### src/rtl/morse_receiver.sv
// Morse receive path: samples line_in on each symbol tick, measures mark and
// space run lengths, assembles up to MAX_ELEMS dots/dashes and decodes the
// letter (S..Z) once a full inter-letter gap has been seen.
module morse_receiver #(
  parameter int MAX_ELEMS  = 4,
  parameter int DASH_MIN   = 2,
  parameter int MARK_MAX   = 3,
  parameter int LETTER_GAP = 3
) (
  input  logic       clk,
  input  logic       reset,
  input  logic       tick,
  input  logic       line_in,
  output logic [2:0] letter,
  output logic       valid,
  output logic       error,
  output logic       busy
);

  typedef enum logic [1:0] {IDLE, MARK, SPACE, EMIT} state_t;

  state_t     state_q, state_d;
  logic [2:0] run_q, run_d;
  logic [2:0] cnt_q, cnt_d;
  logic [3:0] pat_q, pat_d;
  logic       bad_q, bad_d;
  logic [2:0] letter_q, letter_d;
  logic       valid_q, valid_d;
  logic       error_q, error_d;

  logic [2:0] run_inc;
  logic [2:0] code;
  logic       hit;

  // Saturating run-length increment so a stuck mark parks at 7.
  assign run_inc = (run_q == 3'd7) ? 3'd7 : run_q + 3'd1;

  // Letter table lookup; bit 0 of the pattern is the first element sent.
  always_comb begin
    hit  = 1'b1;
    code = 3'd0;
    case ({cnt_q, pat_q})
      {3'd3, 4'b0000}: code = 3'd0; // S ...
      {3'd1, 4'b0001}: code = 3'd1; // T -
      {3'd3, 4'b0100}: code = 3'd2; // U ..-
      {3'd4, 4'b1000}: code = 3'd3; // V ...-
      {3'd3, 4'b0110}: code = 3'd4; // W .--
      {3'd4, 4'b1001}: code = 3'd5; // X -..-
      {3'd4, 4'b1101}: code = 3'd6; // Y -.--
      {3'd4, 4'b0011}: code = 3'd7; // Z --..
      default:         hit  = 1'b0;
    endcase
  end

  // Next-state logic: everything advances on tick, except EMIT which always
  // completes in one cycle and publishes the decoded result.
  always_comb begin
    state_d  = state_q;
    run_d    = run_q;
    cnt_d    = cnt_q;
    pat_d    = pat_q;
    bad_d    = bad_q;
    letter_d = letter_q;
    error_d  = error_q;
    valid_d  = 1'b0;
    case (state_q)
      IDLE: begin
        if (tick && line_in) begin
          state_d = MARK;
          run_d   = 3'd1;
        end
      end
      MARK: begin
        if (tick) begin
          if (line_in) begin
            run_d = run_inc;
          end else begin
            state_d = SPACE;
            run_d   = 3'd1;
            if (run_q > 3'(MARK_MAX)) bad_d = 1'b1;
            if (cnt_q == 3'(MAX_ELEMS)) begin
              bad_d = 1'b1;
            end else begin
              // Dash is any legal mark of DASH_MIN ticks or more.
              pat_d[cnt_q[1:0]] = (run_q >= 3'(DASH_MIN));
              cnt_d = cnt_q + 3'd1;
            end
          end
        end
      end
      SPACE: begin
        if (tick) begin
          if (line_in) begin
            state_d = MARK;
            run_d   = 3'd1;
          end else begin
            run_d = run_inc;
            if (run_inc >= 3'(LETTER_GAP)) state_d = EMIT;
          end
        end
      end
      EMIT: begin
        state_d = IDLE;
        valid_d = 1'b1;
        if (bad_q || !hit) begin
          error_d = 1'b1;
        end else begin
          error_d  = 1'b0;
          letter_d = code;
        end
        run_d = 3'd0;
        cnt_d = 3'd0;
        pat_d = 4'd0;
        bad_d = 1'b0;
      end
      default: state_d = IDLE;
    endcase
  end

  // State registers with synchronous reset; reset drops any partial letter.
  always_ff @(posedge clk) begin
    if (reset) begin
      state_q  <= IDLE;
      run_q    <= 3'd0;
      cnt_q    <= 3'd0;
      pat_q    <= 4'd0;
      bad_q    <= 1'b0;
      letter_q <= 3'd0;
      valid_q  <= 1'b0;
      error_q  <= 1'b0;
    end else begin
      state_q  <= state_d;
      run_q    <= run_d;
      cnt_q    <= cnt_d;
      pat_q    <= pat_d;
      bad_q    <= bad_d;
      letter_q <= letter_d;
      valid_q  <= valid_d;
      error_q  <= error_d;
    end
  end

  assign letter = letter_q;
  assign valid  = valid_q;
  assign error  = error_q;
  assign busy   = (state_q != IDLE);

endmodule

### config.mk
export PLATFORM = sky130hd
export DESIGN_NAME = morse_receiver
export DESIGN_NICKNAME = d
export VERILOG_FILES = /design/src/rtl/morse_receiver.sv
export SDC_FILE = /design/constraint.sdc
export NUM_CORES = 1
export LEC_CHECK = 0
export ABC_AREA = 1
export CAP_MARGIN = 20
export CORE_AREA = 2 2 48 50
export DETAILED_ROUTE_END_ITERATION = 10
export DIE_AREA = 0 0 50 52
export GPL_ROUTABILITY_DRIVEN = 0
export PLACE_DENSITY_LB_ADDON = 0.15
export SKIP_LAST_GASP = 1
export SYNTH_ARGS = -nofsm -noshare
export SYNTH_HDL_FRONTEND = slang
export SYNTH_SLANG_ARGS = --single-unit
### constraint.sdc
create_clock -name clk -period 1.9 [get_ports clk]
set_clock_uncertainty 0.1 [all_clocks]
set_input_delay 0.57 -clock clk [delete_from_list [all_inputs] [get_ports clk]]
set_output_delay 0.57 -clock clk [all_outputs]
set_load 0.02 [all_outputs]
==> metrics.log <==
INFO  metric pin_count_of_the_biggest_net_entering_global_routing = 10
INFO  metric layout.cells.most_common = sky130_fd_sc_hd__nor2_1
INFO  metric drive_above_1_share = 15.0%
INFO  metric power_density = 561 mW/mm2
INFO  metric timing.critical_path.fanout_max = 2
INFO  metric relSlewSlack = 81.7%
INFO  metric antenna_violations_before_repair = 0
INFO  metric layout.cells.most_common_list = sky130_fd_sc_hd__nor2_1 (25), sky130_fd_sc_hd__nand2_1 (23), sky130_fd_sc_hd__dfxtp_1 (17)
INFO  metric kind_of_cell_adding_the_most_delay_to_the_critical_path = buffers and inverters
INFO  metric cts.path.max_buffers = 2
INFO  metric synth_nets = 160
INFO  metric slowest_delay = 0.34 ns
INFO  metric totalWireLength = 2.19 mm
INFO  metric cp_cell_instances = inv_1 -> nand2_2 -> dlygate4sd2_1
INFO  metric vias_in_the_first_global_route = 923
INFO  metric globalRouteOverflowTotal = 0
INFO  metric totalPowerFinal = 0.000709 W
INFO  metric die_x = 50 um
INFO  metric global_route.usage.total = 18.7%
INFO  metric holdCritPathClass = reg -> reg
INFO  metric clock_tree_from_tritoncts = yes
INFO  metric port-buffer-count = 9
INFO  metric num_rows = 17
INFO  metric timing.fmax = 553 MHz
INFO  metric floorplan.initialDensity = 50.8%
INFO  metric crit_required = 1.23 ns
INFO  metric final_net_count = 180
INFO  metric crit_path_start_kind = flop
INFO  metric holdWs = 0.370 ns
INFO  metric die_area = 0.00260 mm2
INFO  metric netlist_area = 0.00107 mm2
INFO  metric setup.worst_path.end_class = output pin
INFO  metric worstMarginPinSlew = 0.272 ns
INFO  metric antenna_left = 0
INFO  metric dr_total_vias = 999
INFO  metric total_leakage_power = 0.598 nW
INFO  metric outcome = completed
INFO  metric synth_seq_area_share = 33.7%
INFO  metric routed_via_density = 5.12
INFO  metric detail_route.drc_violations = 0
INFO  metric syn2layout_area_growth = 18.2%
INFO  metric final_cells = 195
INFO  metric synthesis.area_per_instance = 7.18 um2
INFO  metric hpwl = 1.78 mm
INFO  metric clockRootBuffer = sky130_fd_sc_hd__clkbuf_4
INFO  metric cts.repair_timing.setup_buffer_count = 0
INFO  metric ios = 10
INFO  metric yosysWarningCount = 0
INFO  metric number_of_distinct_standard_cells_referenced_by_the_synthesized_netlist = 26
INFO  metric placedCellCount = 192
INFO  metric timing_hold_violations_final = 0
INFO  metric detail_route.iter0.violations = 12
INFO  metric peakVddDrop = 0.000396 V
INFO  metric num_cts_buffers = 3
INFO  metric crit_buf_inv = 2
INFO  metric insertion_delay = 0.29 ns
INFO  metric die_height = 52 um
INFO  metric coreArea = 0.00211 mm2
INFO  metric drt_pre_antenna_iters = 4
INFO  metric grt_pass1_wl = 3.62 mm
INFO  metric clock_tree.htree_level_count = 1
INFO  metric cts.sinks = 18
INFO  metric wire_per_inst = 11.2 um
INFO  metric maxCapViolations = 0
INFO  metric antenna-diode-count = 0
INFO  metric cts.reportedPaths.clkPinSlew = 0.09 ns
INFO  metric min_period_over_period = 95.2%
INFO  metric synthesis.instances = 149
INFO  metric setup.worst_path.class = reg -> out
INFO  metric final_setup_violation_count = 0
INFO  metric cpMaxStageDelayCell = sky130_fd_sc_hd__dfxtp_1
INFO  metric arrival = 1.14 ns
INFO  metric drv_slew = 0
INFO  metric setup_repair_after_global_routing_missed_its_margin = false
INFO  metric synth_seq_cells = 18
INFO  metric post-route-min-period = 1.81 ns
[logic make-up (layout without fill, tap and decap cells)]
logic type               after synthesis  in the layout  synth area share (%)
buffers and inverters                 20             38                  7.60
AO/OA/AOI/OAI                         33             33                  20.6
AND/OR/NAND/NOR                       71             71                  29.9
flip-flops                            18             18                  33.7
adder cells (fa/ha/maj)                7              7                  8.19
[report_power, final]
part	internal [W]	switching, W
sequential	0.000390	0.00000941
combinational	0.0000499	0.0000750
clock	0.0000739	0.000111
[Yosys cell counts]
| cell | count | area (um2) |
|---|---|---|
| sky130_fd_sc_hd__nor3_1 | 3 | 15.0 |
| sky130_fd_sc_hd__inv_1 | 17 | 63.8 |
| sky130_fd_sc_hd__nand2_1 | 24 | 90.1 |
| sky130_fd_sc_hd__a21oi_1 | 12 | 60.1 |
| sky130_fd_sc_hd__o21a_1 | 1 | 7.51 |
| sky130_fd_sc_hd__a31oi_1 | 1 | 6.26 |
| sky130_fd_sc_hd__a21oi_2 | 1 | 8.76 |
| sky130_fd_sc_hd__nand4_1 | 3 | 18.8 |
| sky130_fd_sc_hd__nor2_1 | 25 | 93.8 |
| sky130_fd_sc_hd__nand2_2 | 1 | 6.26 |
| sky130_fd_sc_hd__ha_1 | 7 | 87.6 |
| sky130_fd_sc_hd__a221oi_2 | 1 | 15.0 |
| sky130_fd_sc_hd__nor2_2 | 1 | 6.26 |
| sky130_fd_sc_hd__nand3_2 | 1 | 10.0 |
| sky130_fd_sc_hd__o21ai_0 | 11 | 55.1 |
| sky130_fd_sc_hd__buf_2 | 1 | 5.00 |
| sky130_fd_sc_hd__clkinv_4 | 1 | 8.76 |
| sky130_fd_sc_hd__nand3b_1 | 1 | 7.51 |
| sky130_fd_sc_hd__o21bai_1 | 3 | 22.5 |
| sky130_fd_sc_hd__nand2_4 | 1 | 11.3 |
| sky130_fd_sc_hd__a211oi_2 | 2 | 25.0 |
| sky130_fd_sc_hd__nand3_1 | 10 | 50.1 |
| sky130_fd_sc_hd__dfxtp_1 | 18 | 360 |
| sky130_fd_sc_hd__inv_2 | 1 | 3.75 |
| sky130_fd_sc_hd__o22ai_4 | 1 | 20.0 |
| sky130_fd_sc_hd__nor2_4 | 1 | 11.3 |
[worst reg2reg max path: stages (launching register included)]
cell and delay, ns:
sky130_fd_sc_hd__dfxtp_2 0.35, sky130_fd_sc_hd__inv_1 0.09, sky130_fd_sc_hd__ha_1 0.23, sky130_fd_sc_hd__nand2_2 0.12, sky130_fd_sc_hd__inv_2 0.08, sky130_fd_sc_hd__nand3_1 0.12
sky130_fd_sc_hd__nand2_1 0.07, sky130_fd_sc_hd__nor2_1 0.14, sky130_fd_sc_hd__nand2_1 0.10, sky130_fd_sc_hd__a21oi_1 0.13, sky130_fd_sc_hd__nor2_1 0.05
[path summary, 6_finish.rpt]
check,from,to,slack (ns),depth (start not counted)
worst max-delay path,state_q[1],busy,0.09,3
worst min-delay path,letter[0],letter[0],0.37,2
worst max register to register,cnt_q[0],letter[2],0.22,10
worst min register to register,letter[0],letter[0],0.37,2
[sequential cells by signal, indices dropped and copies added (netlist names)]
signal,flops
cnt_q,3
pat_q,4
state_q,2
letter,3
run_q,3
error,1
bad_q,1
valid,1
[cell type report]
type | instances | area, um2
Fill cell | 190 | 841
Multi-Input combinational cell | 111 | 631
Sequential cell | 18 | 362
Timing Repair Buffer | 16 | 139
Inverter | 19 | 76.3
Tap cell | 28 | 35.0
Clock buffer | 3 | 22.5
[layer usage]
metal | routed length (um) | vias to the layer above | track usage (%)
met1 | 1010 | 446 | 19.4
li1 | - | 536 | -
met3 | 45 | 5 | 3.74
met4 | 51 | 0 | 11.1
met5 | 0 | - | 0
met2 | 1090 | 12 | 34.6
[per-stage QoR]
step	setup slack (ns)	TNS, ns	utilization (%)	instance area [um2]
final	0.0904	0	60.1	1260
after global routing	0.0201	0	60.1	1260
after CTS	0.0176	0	59.8	1260
after detailed placement	-0.0625	-0.227	59.0	1240
after global placement	-0.0222	-0.0675	59.0	1240
after floorplan	0.330	0	-	1070
[what timing repair did]
item | CTS | global route
pin swaps | 0 | 0
cloned | 0 | 0
hold buffers | 0 | 0
resized for setup | 5 | 4
endpoints found under the setup margin | 5 | 6
No activity file was read; power rests on OpenSTA's default activity.
